## src/rtl/vga_reg_bank.sv

```systemverilog
// vga_reg_bank: draws NUM_REGS registers as hex text rows over the px_clk RGB stream.
// Optional VGA_REG_BANK_CHANGE_HL_EN: digits changed at a snapshot glow 3'b110 for 15 frames.
package vga_reg_bank_pkg;
    typedef struct packed {
        logic [22:0] vga;
        logic [2:0]  rgb;
        logic        hit;
        logic        hl;
        logic [3:0]  nib;
        logic [2:0]  line;
        logic [2:0]  col;
    } s1_t;
endpackage

module vga_reg_bank #(
    parameter int         NUM_REGS   = 4,
    parameter int         REG_WIDTH  = 16,
    parameter int         SCALE_LOG2 = 0,
    parameter logic [2:0] FG_COLOR   = 3'b111,
    parameter logic [2:0] BG_COLOR   = 3'b001,
    parameter bit         OPAQUE     = 1'b1
) (
    input  logic                          px_clk,
    input  logic                          rst_n,
    input  logic [25:0]                   strRGB_i,
    input  logic [9:0]                    x_pos,
    input  logic [9:0]                    y_pos,
    input  logic [NUM_REGS*REG_WIDTH-1:0] regs_i,
    output logic [25:0]                   strRGB_o,
    output logic                          snap_o
);
    import vga_reg_bank_pkg::*;

    localparam int          DIGITS   = (REG_WIDTH + 3) / 4;
    localparam int          PADW     = DIGITS * 4;
    localparam int          CELL     = 3 + SCALE_LOG2;
    localparam logic [10:0] BOX_W    = 11'((DIGITS * 8) << SCALE_LOG2);
    localparam logic [10:0] BOX_H    = 11'((NUM_REGS * 8) << SCALE_LOG2);
    localparam logic [2:0]  HL_COLOR = 3'b110;

    logic [PADW-1:0] snap  [NUM_REGS];
    logic [PADW-1:0] fresh [NUM_REGS];
    logic [9:0]      xp;
    logic [9:0]      yp;
    logic            vs_prev;
    logic            vs_rise;

    logic [22:0] vga;
    logic [9:0]  x;
    logic [9:0]  y;
    logic [9:0]  dx;
    logic [9:0]  dy;
    logic [10:0] x11;
    logic [10:0] y11;
    logic [10:0] xp11;
    logic [10:0] yp11;
    logic        hit;
    logic [2:0]  row;
    logic [2:0]  dig;

    s1_t s1;
    s1_t s1_nx;

    logic [63:0] glyph;
    logic [7:0]  bits;
    logic        on;
    logic [2:0]  color;

    assign vga     = strRGB_i[25:3];
    assign x       = vga[9:0];
    assign y       = vga[19:10];
    assign vs_rise = vga[21] & ~vs_prev;

    // Top nibble is zero-padded when REG_WIDTH is not a multiple of 4.
    always_comb begin
        for (int k = 0; k < NUM_REGS; k++)
            fresh[k] = PADW'(regs_i[k*REG_WIDTH +: REG_WIDTH]);
    end

    always_ff @(posedge px_clk) begin
        if (!rst_n) begin
            vs_prev <= 1'b0;
            snap_o  <= 1'b0;
            xp      <= '0;
            yp      <= '0;
            for (int k = 0; k < NUM_REGS; k++)
                snap[k] <= '0;
        end else begin
            vs_prev <= vga[21];
            snap_o  <= vs_rise;
            if (vs_rise) begin
                xp <= x_pos;
                yp <= y_pos;
                for (int k = 0; k < NUM_REGS; k++)
                    snap[k] <= fresh[k];
            end
        end
    end

`ifdef VGA_REG_BANK_CHANGE_HL_EN
    // Indexed by nibble position, LSB nibble first.
    logic [3:0] hold [NUM_REGS][DIGITS];

    always_ff @(posedge px_clk) begin
        if (!rst_n) begin
            for (int k = 0; k < NUM_REGS; k++)
                for (int d = 0; d < DIGITS; d++)
                    hold[k][d] <= '0;
        end else if (vs_rise) begin
            for (int k = 0; k < NUM_REGS; k++)
                for (int d = 0; d < DIGITS; d++)
                    if (fresh[k][d*4 +: 4] != snap[k][d*4 +: 4])
                        hold[k][d] <= 4'd15;
                    else if (hold[k][d] != 4'd0)
                        hold[k][d] <= hold[k][d] - 4'd1;
        end
    end
`endif

    // 11-bit compares so boxes past column/line 1023 clip instead of wrapping.
    assign x11  = {1'b0, x};
    assign y11  = {1'b0, y};
    assign xp11 = {1'b0, xp};
    assign yp11 = {1'b0, yp};

    assign hit = vga[22]
               && (x11 >= xp11) && (x11 < xp11 + BOX_W)
               && (y11 >= yp11) && (y11 < yp11 + BOX_H);

    assign dx  = x - xp;
    assign dy  = y - yp;
    assign dig = 3'(dx >> CELL);
    assign row = 3'(dy >> CELL);

    always_comb begin
        s1_nx      = '0;
        s1_nx.vga  = vga;
        s1_nx.rgb  = strRGB_i[2:0];
        s1_nx.hit  = hit;
        s1_nx.line = 3'(dy >> SCALE_LOG2);
        s1_nx.col  = 3'(dx >> SCALE_LOG2);
        for (int k = 0; k < NUM_REGS; k++) begin
            for (int d = 0; d < DIGITS; d++) begin
                if (row == 3'(k) && dig == 3'(d)) begin
                    s1_nx.nib = snap[k][(DIGITS-1-d)*4 +: 4];
`ifdef VGA_REG_BANK_CHANGE_HL_EN
                    s1_nx.hl = hold[k][DIGITS-1-d] != 4'd0;
`endif
                end
            end
        end
    end

    always_ff @(posedge px_clk) begin
        if (!rst_n)
            s1 <= '0;
        else
            s1 <= s1_nx;
    end

    // Glyph rows top to bottom, MSB byte is row 0, bit 7 the leftmost pixel.
    always_comb begin
        glyph = '0;
        unique case (s1.nib)
            4'h0: glyph = 64'h3C666E7666663C00;
            4'h1: glyph = 64'h1838181818187E00;
            4'h2: glyph = 64'h3C66060C30607E00;
            4'h3: glyph = 64'h3C66061C06663C00;
            4'h4: glyph = 64'h0C1C3C6C7E0C0C00;
            4'h5: glyph = 64'h7E607C0606663C00;
            4'h6: glyph = 64'h3C607C6666663C00;
            4'h7: glyph = 64'h7E060C1830303000;
            4'h8: glyph = 64'h3C66663C66663C00;
            4'h9: glyph = 64'h3C66663E060C3800;
            4'hA: glyph = 64'h183C66667E666600;
            4'hB: glyph = 64'h7C66667C66667C00;
            4'hC: glyph = 64'h3C66606060663C00;
            4'hD: glyph = 64'h786C6666666C7800;
            4'hE: glyph = 64'h7E60607C60607E00;
            4'hF: glyph = 64'h7E60607C60606000;
        endcase
    end

    assign bits = glyph[{3'd7 - s1.line, 3'd0} +: 8];
    assign on   = bits[3'd7 - s1.col];

    always_comb begin
        color = s1.rgb;
        if (s1.hit) begin
            if (on)
                color = s1.hl ? HL_COLOR : FG_COLOR;
            else
                color = OPAQUE ? BG_COLOR : s1.rgb;
        end
    end

    always_ff @(posedge px_clk) begin
        if (!rst_n)
            strRGB_o <= '0;
        else
            strRGB_o <= {s1.vga, color};
    end

endmodule

```

## config.mk

```make
export PLATFORM = sky130hd
export DESIGN_NAME = vga_reg_bank
export DESIGN_NICKNAME = d
export VERILOG_FILES = /design/src/rtl/vga_reg_bank.sv
export SDC_FILE = /design/constraint.sdc
export NUM_CORES = 1
export LEC_CHECK = 0
export CAP_MARGIN = 20
export CORE_UTILIZATION = 45
export CTS_BUF_LIST = sky130_fd_sc_hd__clkbuf_4 sky130_fd_sc_hd__clkbuf_8
export DETAILED_ROUTE_END_ITERATION = 8
export PLACE_DENSITY = 0.68
export SLEW_MARGIN = 0
export SYNTH_ARGS = -nofsm -noshare
export SYNTH_HDL_FRONTEND = slang
export SYNTH_SLANG_ARGS = --single-unit
```

## constraint.sdc

```tcl
create_clock -name px_clk -period 5.54 [get_ports px_clk]
set_clock_uncertainty 0.1 [all_clocks]
set_input_delay 1.108 -clock px_clk [delete_from_list [all_inputs] [get_ports px_clk]]
set_output_delay 1.108 -clock px_clk [all_outputs]
set_load 0.1 [all_outputs]
```

[Word-level counts from Yosys, hierarchy flattened]
Memory sizes are Yosys's and may differ from the RTL's. A register that Yosys moved wholly into a read port is not among the register bits.
Index checks and enable logic that the tools add are counted.
Storage, ports and cells
  output and inout bits: 27
  register bits after elaboration: 82
  ROM bits: 656
  RAM bits: 64
  memories: 2
  logic and storage cells: 89
  bits of input ports: 112
Memory list
  (name not given): depth 16, width 41, read ports 1, clocked after memory_dff 1, wr ports 0, RTL line 164  | unique case (s1.nib)
  snap: depth 4, width 16, read ports 4, clocked after memory_dff 0, wr ports 4, RTL line 41  | logic [PADW-1:0] snap [NUM_REGS];
Operators by class
  magnitude comparators: 5
  shift operators: 1
  bitwise logic cells: 6
  $add $sub $neg: 6
  reductions and logical operators: 22
  mux-type cells: 30
  equal/unequal tests: 6
Operators with widths (number)
  $mux W4: 17
  $mux W16: 4
  $shiftx A64 B7 Y8: 1
  $add A10 B6 Y11 const B: 2
  $lt A10 B11 Y1: 2
  $ge A10 B10 Y1: 2
  $logic_and A1 B1 Y1: 20
  $eq A3 B2 Y1 const B: 4
  $sub A6 B6 Y6: 2
  $eq A3 B1 Y1 const B: 2
  $logic_not A3 Y1: 2
  $mux W1: 6
  $mux W3: 2
  $sub A3 B3 Y3 const A: 2
  $lt A3 B4 Y1 const B: 1
  $or A1 B1 Y1: 4
  $bmux W1 S3: 1
  $and A1 B1 Y1: 1
  $not A1 Y1: 1

[Logic depth before layout (Yosys ltp)]
Gate-level depths: netlist of run 1.
  depth after elaboration: 20
  mapped depth: 18
  gate-level depth less buffers: 17

[Worst setup path before layout of run 1]
No wires, ideal clock.
  kind: input-to-reg
  start point: input strRGB_i[3]
  end point: register glyph[37] (netlist name)
  slack: 0.318 ns
  library setup time: 0.123 ns
  required time: 5.317 ns
  arrival time: 4.998 ns
  buffers on the path: 2
  stages: 18
  cell sequence: inv_1 > ha_1 > fa_1 > nand2b_1 > a21oi_2 > xnor2_1 > buf_2 > buf_2 > nand3_1 > a2111oi_0 > o32a_1 > o31ai_1 > a21oi_2 > inv_1 > ha_1 > or2_2 > a21boi_1 > or2_2
Between the ends
  cells in the longest elaborated chain, start to end: 20
  elaborated cells on any way between the ends: 38
  classes of those cells: add/sub: 1; eq/ne: 3; mux: 17; reduce/logical: 17
RTL lines
  start: declaration: RTL line 25  | input logic [25:0] strRGB_i,
  $sub A6 B6 Y6 (*): RTL line 130  | assign dx = x - xp;
  $logic_not A3 Y1: RTL line 144  | if (row == 3'(k) && dig == 3'(d)) begin
  $logic_and A1 B1 Y1: RTL line 144
  $mux W4 (15 in series): RTL line 144
  $mux W4 (*): RTL line 144
  $mux W4 (no source line) (*)
Every way passes the cells marked *; elsewhere a longest branch is shown, timed or not.
A chain may end at the register's enable or synchronous reset.

[Worst setup path in the final report of run 1]
  start point: input strRGB_i[3]
  end point: register glyph[37] (netlist name)
Between the ends
  cells in the longest elaborated chain, start to end: 20
  elaborated cells on any way between the ends: 38
  classes of those cells: add/sub: 1; eq/ne: 3; mux: 17; reduce/logical: 17
RTL lines (RTL line)
  $sub A6 B6 Y6 (*): 130
  $logic_not A3 Y1: 144
  $logic_and A1 B1 Y1: 144
  $mux W4 (15 in series): 144
  $mux W4 (*): 144
  $mux W4 (no source line) (*)
Marks and branches as above.

==> results of run 1 <==
worst max-delay path, cell delays in order:
cell and delay (ps):
clkdlybuf4s50_1 470, inv_1 70, ha_1 240, fa_1 400
nand2b_1 170, a21oi_2 320, xor2_2 360, o21ai_0 140
a2111oi_0 440, o32a_1 210, o31ai_1 80, a21oi_2 220
inv_1 80, ha_1 190, or2_2 330, a21boi_1 160
or2_2 280
how the worst max path moves through the flow:
stage,from,endpoint,slack [ps],cells after the start
after global placement,strRGB_i[3],glyph[17],180,16
after CTS,strRGB_i[3],glyph[37],570,17
after floorplan,strRGB_i[3],glyph[37],320,18
after global routing,strRGB_i[3],glyph[37],270,17
final,strRGB_i[3],glyph[37],520,17
after detailed placement,strRGB_i[3],glyph[37],90,17
power by group:
part / internal (uW) / switching (uW)
logic: 420 / 524
registers: 1530 / 57.8
clock network: 471 / 480
total: 2420 / 1060
synth_stat cells (12+ instances only):
cell type / number / area [sq um]
nand3_1: 16 / 80.1
a21oi_1: 36 / 180
inv_1: 32 / 120
edfxtp_1: 64 / 1920
nand2b_1: 12 / 75.1
mux2i_1: 13 / 130
o21ai_0: 59 / 295
and3_1: 67 / 419
nand2_1: 36 / 135
clkbuf_1: 30 / 113
ha_1: 40 / 500
nor2_1: 40 / 150
and2_1: 50 / 313
dfxtp_1: 118 / 2360
per-stage QoR:
stage          setup WS, ps  instances  cell area (sq um)  utilization
2_1_floorplan           318        811               8520            -
3_3_place_gp            180       1174              10300        0.565
3_5_place_dp           85.6       1174              10300        0.565
4_1_cts                 574       1206              10700        0.588
5_1_grt                 272       1206              10700        0.588
6_report                517       1206              10700        0.588
state kept, by name (all words and copies together), names as in the netlist:
signal,cells
snap,64
s1,33
snap_o,1
glyph,38
xp,10
strRGB_o,26
yp,10
cell families (layout without fill, tap and decap cells):
logic type,count (synthesis),in the layout
AO/OA/AOI/OAI,198,198
XOR/XNOR,17,17
adder cells (fa/ha/maj),42,42
buffers and inverters,81,247
flip-flops,182,182
multiplexers,22,22
AND/OR/NAND/NOR,269,269
per-layer routing:
layer | part of all wire | vias up
li1 | - | 3242
met1 | 0.49 | 3021
met2 | 0.46 | 184
met3 | 0.038 | 21
met4 | 0.015 | 0
met5 | 0 | -
area by class of cell:
| type | count | area, sq um |
|---|---|---|
| sequential | 182 | 4280 |
| clock buffer | 20 | 256 |
| fill | 1588 | 7530 |
| multi-input combinational | 548 | 3890 |
| clock inverter | 12 | 168 |
| tap | 229 | 287 |
| timing repair buffer | 180 | 1720 |
| inverter | 35 | 131 |
layout by cell type, fill, tap and decap left out, types with 11 or more instances in the layout:
master / netlist / layout
nand2b_1: 12 / 12
ha_1: 40 / 40
clkbuf_8: 0 / 17
clkdlybuf4s50_1: 0 / 138
buf_4: 3 / 40
a22oi_1: 11 / 11
mux2i_1: 13 / 13
and3_1: 67 / 67
and2_1: 50 / 50
nand2_1: 36 / 36
inv_1: 32 / 32
nand3_1: 16 / 16
dfxtp_1: 118 / 118
nor2_1: 40 / 40
o21ai_0: 59 / 59
a21oi_1: 36 / 36
edfxtp_1: 64 / 64
==> flow_summary.yaml, run 1 <==
floorplan:
  rows: 49
  die_y_um: 140
  die_w_um: 140
  die_area_sq_um: 19500
  initial_utilization: 0.466
  fp.coreArea_sq_um: 18300
  pin_count: 139
critical_path:
  r2r-start: "xp[5]"
  worstPathRequired_ps: 5790
  r2r_cells: 15
  cp-start-kind: "input pin"
  rrSetupSlack_ps: 1360
  criticalPathCategory: "in2reg"
  r2r_end: "glyph[37]"
  cp-end-kind: "flip-flop"
  crit_arrival_ps: 5270
  crit_fanout: 7
placed_design:
  place.gp.congestion: 0.884
  portBuffers: 138
  dp_hpwl_mm: 15.2
drt:
  vias: 6468
  drt-pass1-iter-count: 5
  drcViolationCount: 0
  vias_per_cell: 5.36
  drtIter0Drc: 462
  finalWirelength_mm: 20.5
  ant_nets: 0
  wire_per_inst_um: 17.0
synth:
  synthXorXnorAreaFrac: 0.0192
  synthSimpleGateAreaFrac: 0.176
  synth_mux_area_frac: 0.0364
  ys.flop_type: "dfxtp_1"
  synth_seq_cells: 182
  syn_inst: 811
  synth_compound_area_frac: 0.161
  syn_area_sq_um: 8520
  ys_seq_area_frac: 0.503
  synth_fa_ha_area_frac: 0.0635
  synthArstFlopShare: 0
  synth_edf_count: 64
  synth_cell_type_count: 81
  synthesis.nets: 965
  synth.yosys.warnings: 0
  syn_area_per_cell_sq_um: 10.5
  synth_top_family_by_area: "simple AND/OR/NAND/NOR gates"
hold_path:
  worst_hold_startpoint: "s1[18]"
  hold_class: "reg2reg"
  min_to: "strRGB_o[6]"
  hold_depth: 1
timing:
  rsz0062_at_grt: "no"
  min_period_ps: 5020
  tightest_slew_ps: 1020
  maxSlewViolCount: 0
  fin_crit_sh: 0.907
  hold_violations: 0
  relSlewSlack: 0.320
  fmax_ghz: 0.199
  tns_ps: 0
  hold_slack_ps: 339
  setup_viol_count_final: 0
global_route:
  grt_antenna_before_repair: 0
  grtUsageMet1: 0.308
  grt_max_degree: 68
  track_usage: 0.221
  grt_pass1_vias: 6184
  met3_usage: 0.0392
  grt_first_pass_wirelength_mm: 33.2
  grtUsageMet2: 0.349
  busiest_layer: "met2"
  gr-total-overflow: 0
clocking:
  cts_sinks: 182
  ctsHoldBuffers: 0
  path_clk_slew_ps: 90
  clock_latency_ps: 470
  htree_levels: 4
  cts_resized: 0
  clock-root-buffer: "clkbuf_8"
  cts_setup_buffers: 0
  cts_inserted_buffers: 17
  cts_buffer_depth: 2
  cts_tree: "done"
power:
  p_per_area_nw_per_um2: 324
  total_power_uw: 3490
  power.leakage_uw: 0.00434
  peakVddDrop_mv: 0.153
layout:
  area_growth_pct: 26.2
  finish.net_count: 1118
  drive_above_1_share: 0.113
  antenna_cells: 0
run:
  cap_violations: 0
outcome:
  status: "finished, final reports clean"
Power figures use the tool's default switching activity.
==> inputs of run 2 (changes only) <==
CTS_BUF_LIST = sky130_fd_sc_hd__clkbuf_8   (was sky130_fd_sc_hd__clkbuf_4 sky130_fd_sc_hd__clkbuf_8)
GPL_TIMING_DRIVEN = 0   (was not set)
PLACE_DENSITY = not set   (was 0.68)
PLACE_DENSITY_LB_ADDON = 0.15   (was not set)
==> flow_summary.yaml, run 2 (synthesis results as in run 1) <==
outcome:
  status: "finished, final reports clean"
timing:
  relSlewSlack: 0.338
  setup_viol_count_final: 0
  maxSlewViolCount: 0
  min_period_ps: 5370
  hold_violations: 0
  tightest_slew_ps: 990
  fmax_ghz: 0.186
  rsz0062_at_grt: "no"
  fin_crit_sh: 0.969
  fin_ws_ps: 170
critical_path:
  crit_fanout: 10
  critPathTopFamily: "compound AO/OA/AOI/OAI gates"
  cp-end-kind: "flip-flop"
  rrSetupSlack_ps: 940
  slowest_stage: "clkdlybuf4s50_1"
  worstPathRequired_ps: 5820
  crit_buf_inv: 4
  cp-start-kind: "input pin"
  crit_arrival_ps: 5650
  critPathMaxStageDelay_ps: 450
  crit_path_cell_trace: "clkdlybuf4s50_1 > inv_1 > ha_1 > fa_1 > nand2b_1 > a21oi_4 > xor2_4 > buf_2 > o21ai_0 > a2111oi_2 > o32a_1 > o31ai_2 > a21oi_4 > inv_1 > ha_1 > or2_2 > a21boi_1 > or2_2"
  criticalPathCategory: "in2reg"
drt:
  vias: 6620
  ant_nets: 0
  drtIter0Drc: 636
  finalWirelength_mm: 21.1
  drcViolationCount: 0
  drt-pass1-iter-count: 5
  wire_per_inst_um: 17.4
  vias_per_cell: 5.47
layout:
  antenna_cells: 0
  layout_commonest_cell: "clkdlybuf4s50_1"
  largest_reg_flops: 64
  design_area_sq_um: 10700
  top_register: "snap"
  area_growth_pct: 25.9
  finish.net_count: 1122
  drive_above_1_share: 0.0979
  layout.cells.non_filler: 1210
  mostFrequentLayoutCells: "138 x clkdlybuf4s50_1, 118 x dfxtp_1, 67 x and3_1"
power:
  peakVddDrop_mv: 0.168
  p_per_area_nw_per_um2: 324
  power.leakage_uw: 0.00427
clocking:
  htree_levels: 4
  ctsHoldBuffers: 0
  cts_tree: "done"
  cts_sinks: 182
  clock_latency_ps: 490
  cts_inserted_buffers: 17
  path_clk_slew_ps: 110
  clock-root-buffer: "clkbuf_8"
  cts_buffer_depth: 2
placed_design:
  place.gp.congestion: 0.887
  dpl_cell_area_sq_um: 10200
  dp_hpwl_mm: 16.0
  post-place-cells: 1179
  place_ws_ps: -1230
  portBuffers: 138
global_route:
  track_usage: 0.223
  gr-total-overflow: 0
  grt_first_pass_wirelength_mm: 33.2
  grt_max_degree: 65
  grt_antenna_before_repair: 0
  grt_pass1_vias: 6232
floorplan:
  pin_count: 139
  die_area_sq_um: 19500
  die_y_um: 140
  die_w_um: 140
  initial_utilization: 0.466
  rows: 49
  fp.coreArea_sq_um: 18300
hold_path:
  hold_class: "reg2reg"
run:
  cap_violations: 0
==> run 2: worst paths after layout <==
kind,start,to,depth (start not counted)
setup / recovery,strRGB_i[3],glyph[37],18
hold / removal,s1[17],strRGB_o[5],1
setup reg to reg,xp[5],glyph[28],16
hold reg to reg,s1[17],strRGB_o[5],1
==> run 2: layout make-up <==
| type | instances | area (sq um) |
|---|---|---|
| Fill cell | 1599 | 7550 |
| Inverter | 35 | 133 |
| Clock buffer | 17 | 234 |
| Tap cell | 229 | 287 |
| Multi-Input combinational cell | 548 | 3960 |
| Clock inverter | 15 | 199 |
| Timing Repair Buffer | 140 | 1420 |
| Sequential cell | 182 | 4280 |
| Buffer | 44 | 211 |
==> run 2: report_power, final <==
group,internal (uW),switching (uW)
registers,1530,53.7
logic,385,546
clock network,394,559
==> run 2: layer usage <==
| metal | share of wire | track usage |
|---|---|---|
| met3 | 0.048 | 0.0475 |
| met5 | 0 | 0 |
| met1 | 0.44 | 0.279 |
| met4 | 0.028 | 0.0960 |
| met2 | 0.49 | 0.373 |
==> run 2: timing repair <==
| item | CTS | global route |
|---|---|---|
| endpoints found under the setup margin | 31 | 18 |
| setup buffers | 1 | 0 |
| pin swaps | 1 | 0 |
| resized for setup | 6 | 11 |
==> run 2: metrics by stage <==
stage,TNS [ps],hold WS [ps],utilization,power [uW]
after global routing,0,341,0.587,3640
after floorplan,0,311,-,2210
after detailed placement,-25770,319,0.559,2520
after global placement,-29930,315,0.557,2510
after CTS,0,334,0.584,3480
final,0,327,0.587,3470
==> inputs of run 3 (changes only) <==
ABC_AREA = 1   (was not set)
==> flow_summary.yaml, run 3 <==
outcome:
  status: "finished, final reports clean"
synth:
  syn_inst: 1031
  syn_area_sq_um: 8310
  synth_top_cell_area_share: 0.284
  ys_seq_area_frac: 0.516
  synth.most_common_cell: "nand2_1"
  synth_commonest_cells: "264 x nand2_1, 193 x inv_1, 118 x dfxtp_1, 109 x nor2_1, 64 x edfxtp_1"
  synth_cell_type_count: 43
  yosys.area.top_type: "dfxtp_1"
  syn_area_per_cell_sq_um: 8.06
  ys.flop_type: "dfxtp_1"
  synth_edf_count: 64
  synth.yosys.warnings: 0
  synthTopCellsByArea: "dfxtp_1 28%, edfxtp_1 23%, nand2_1 12%"
  synthesis.nets: 1185
  synthArstFlopShare: 0
  synth_seq_cells: 182
clocking:
  cts_setup_buffers: 0
  cts_sinks: 182
  path_clk_slew_ps: 100
  cts_buffer_depth: 2
  cts_tree: "done"
  clock-root-buffer: "clkbuf_8"
  clock_latency_ps: 470
  htree_levels: 4
  cts_inserted_buffers: 17
drt:
  vias: 6667
  drt-pass1-iter-count: 7
  finalWirelength_mm: 19.1
  drcViolationCount: 0
  wire_per_inst_um: 13.3
  ant_nets: 0
  drtIter0Drc: 387
  vias_per_cell: 4.66
floorplan:
  pin_count: 139
  die_area_sq_um: 19000
  fp.coreArea_sq_um: 18000
  rows: 49
  initial_utilization: 0.461
  die_w_um: 138
  die_y_um: 138
timing:
  fin_ws_ps: 482
  min_period_ps: 5060
  hold_violations: 0
  relSlewSlack: 0.343
  tns_ps: 0
  fmax_ghz: 0.198
  setup_viol_count_final: 0
  maxSlewViolCount: 0
  rsz0062_at_grt: "no"
  tightest_slew_ps: 982
  fin_crit_sh: 0.913
critical_path:
  worstPathRequired_ps: 5840
  crit_arrival_ps: 5360
  cp-end-kind: "flip-flop"
  crit_fanout: 8
  criticalPathCategory: "in2reg"
  cp-start-kind: "input pin"
layout:
  design_area_sq_um: 10500
  post-route-util: 0.580
  layout_commonest_cell: "nand2_1"
  top_register: "snap"
  mostFrequentLayoutCells: "264 x nand2_1, 193 x inv_1, 138 x clkdlybuf4s50_1"
  finish.net_count: 1343
  antenna_cells: 0
  drive_above_1_share: 0.0591
  area_growth_pct: 25.8
  fillers: 1665
  largest_reg_flops: 64
power:
  peakVddDrop_mv: 0.180
  p_per_area_nw_per_um2: 314
  power.leakage_uw: 0.00508
  total_power_uw: 3280
placed_design:
  dpl_cell_area_sq_um: 10000
  portBuffers: 138
  dp_hpwl_mm: 14.5
  place.gp.congestion: 0.870
  place_ws_ps: -36.0
hold_path:
  hold_class: "reg2reg"
global_route:
  grt_antenna_before_repair: 0
  grt_first_pass_wirelength_mm: 30.2
  grt_max_degree: 52
  gr-total-overflow: 0
  grt_pass1_vias: 6148
  track_usage: 0.211
run:
  cap_violations: 0
run 3: changes by cell type in the layout (fill, tap and decap cells not counted), moves of 11 or more:
cell and delta:
nand2b_1 -12, a21oi_1 -13, a22oi_1 -11, nor2_1 +70, and2_1 -46, mux2i_1 -13
and3_1 -67, nand3_1 +30, nand2_1 +229, o21ai_0 -19, inv_1 +161
run 3: final cells by class:
type                    count  area [sq um]  area share
plain buffers              26           124      0.0118
clock buffers              18           248      0.0237
clock inverters            14           195      0.0187
inverters                 199           747      0.0714
multi-input cells         624          3160       0.303
flip-flops and latches    182          4280       0.410
well taps                 229           287      0.0274
repair buffers            139          1410       0.135
run 3: cells by family (layout without fill, tap and decap cells):
family | count (synthesis) | in the layout | synth area share
buffers and inverters | 225 | 396 | 0.104
adder cells (fa/ha/maj) | 42 | 42 | 0.0650
XOR/XNOR | 7 | 7 | 0.00738
flip-flops | 182 | 182 | 0.516
AO/OA/AOI/OAI | 100 | 100 | 0.0682
AND/OR/NAND/NOR | 475 | 475 | 0.240
run 3: per-stage QoR:
stage               hold WS (ps)  cells
floorplan                    290   1031
global placement             292   1398
detailed placement           297   1399
CTS                          319   1431
global route                 341   1431
finish                       318   1431
run 3: timing repair:
item / 4_1_cts / 5_1_grt
setup endpoints to repair: 0 / 1
resized for setup: 0 / 1
hold buffers: 0 / 0
run 3: worst paths after layout:
check               from           end  slack [ps]  cells past startpoint
max          strRGB_i[3]     glyph[54]         480                     25
min               s1[22]  strRGB_o[10]         320                      2
max reg2reg        yp[0]     glyph[54]        1400                     23
min reg2reg       s1[22]  strRGB_o[10]         320                      2
run 3: layer usage:
metal  part of all wire  vias to the layer above  global-route usage
met5                  0                        -                   0
met4              0.020                        0              0.0864
met3              0.046                       25              0.0358
met2               0.47                      163               0.344
met1               0.47                     2963               0.276
li1                   -                     3516                   -
run 3: where the power goes:
part | leakage [uW] | switching, uW | internal [uW]
registers | 0.00167 | 50.1 | 1540
clock network | 0.000222 | 492 | 508
logic | 0.00319 | 434 | 256
run 3: worst max-delay path: stages:
cell and delay (ps):
clkdlybuf4s50_1 540, inv_1 60, ha_1 230, fa_1 400
nand3b_1 200, nand2_1 80, nand2_1 90, nand2_1 130
nand2_1 80, nor2_2 320, nand2_1 140, or2_0 210
nand2_1 80, nand3_1 80, nand2_1 100, nand4_1 80
nor2_1 120, nand4_1 110, nand2_1 290, inv_2 130
ha_1 330, inv_1 90, nor2_1 160, nand2_1 90
nand3_1 110
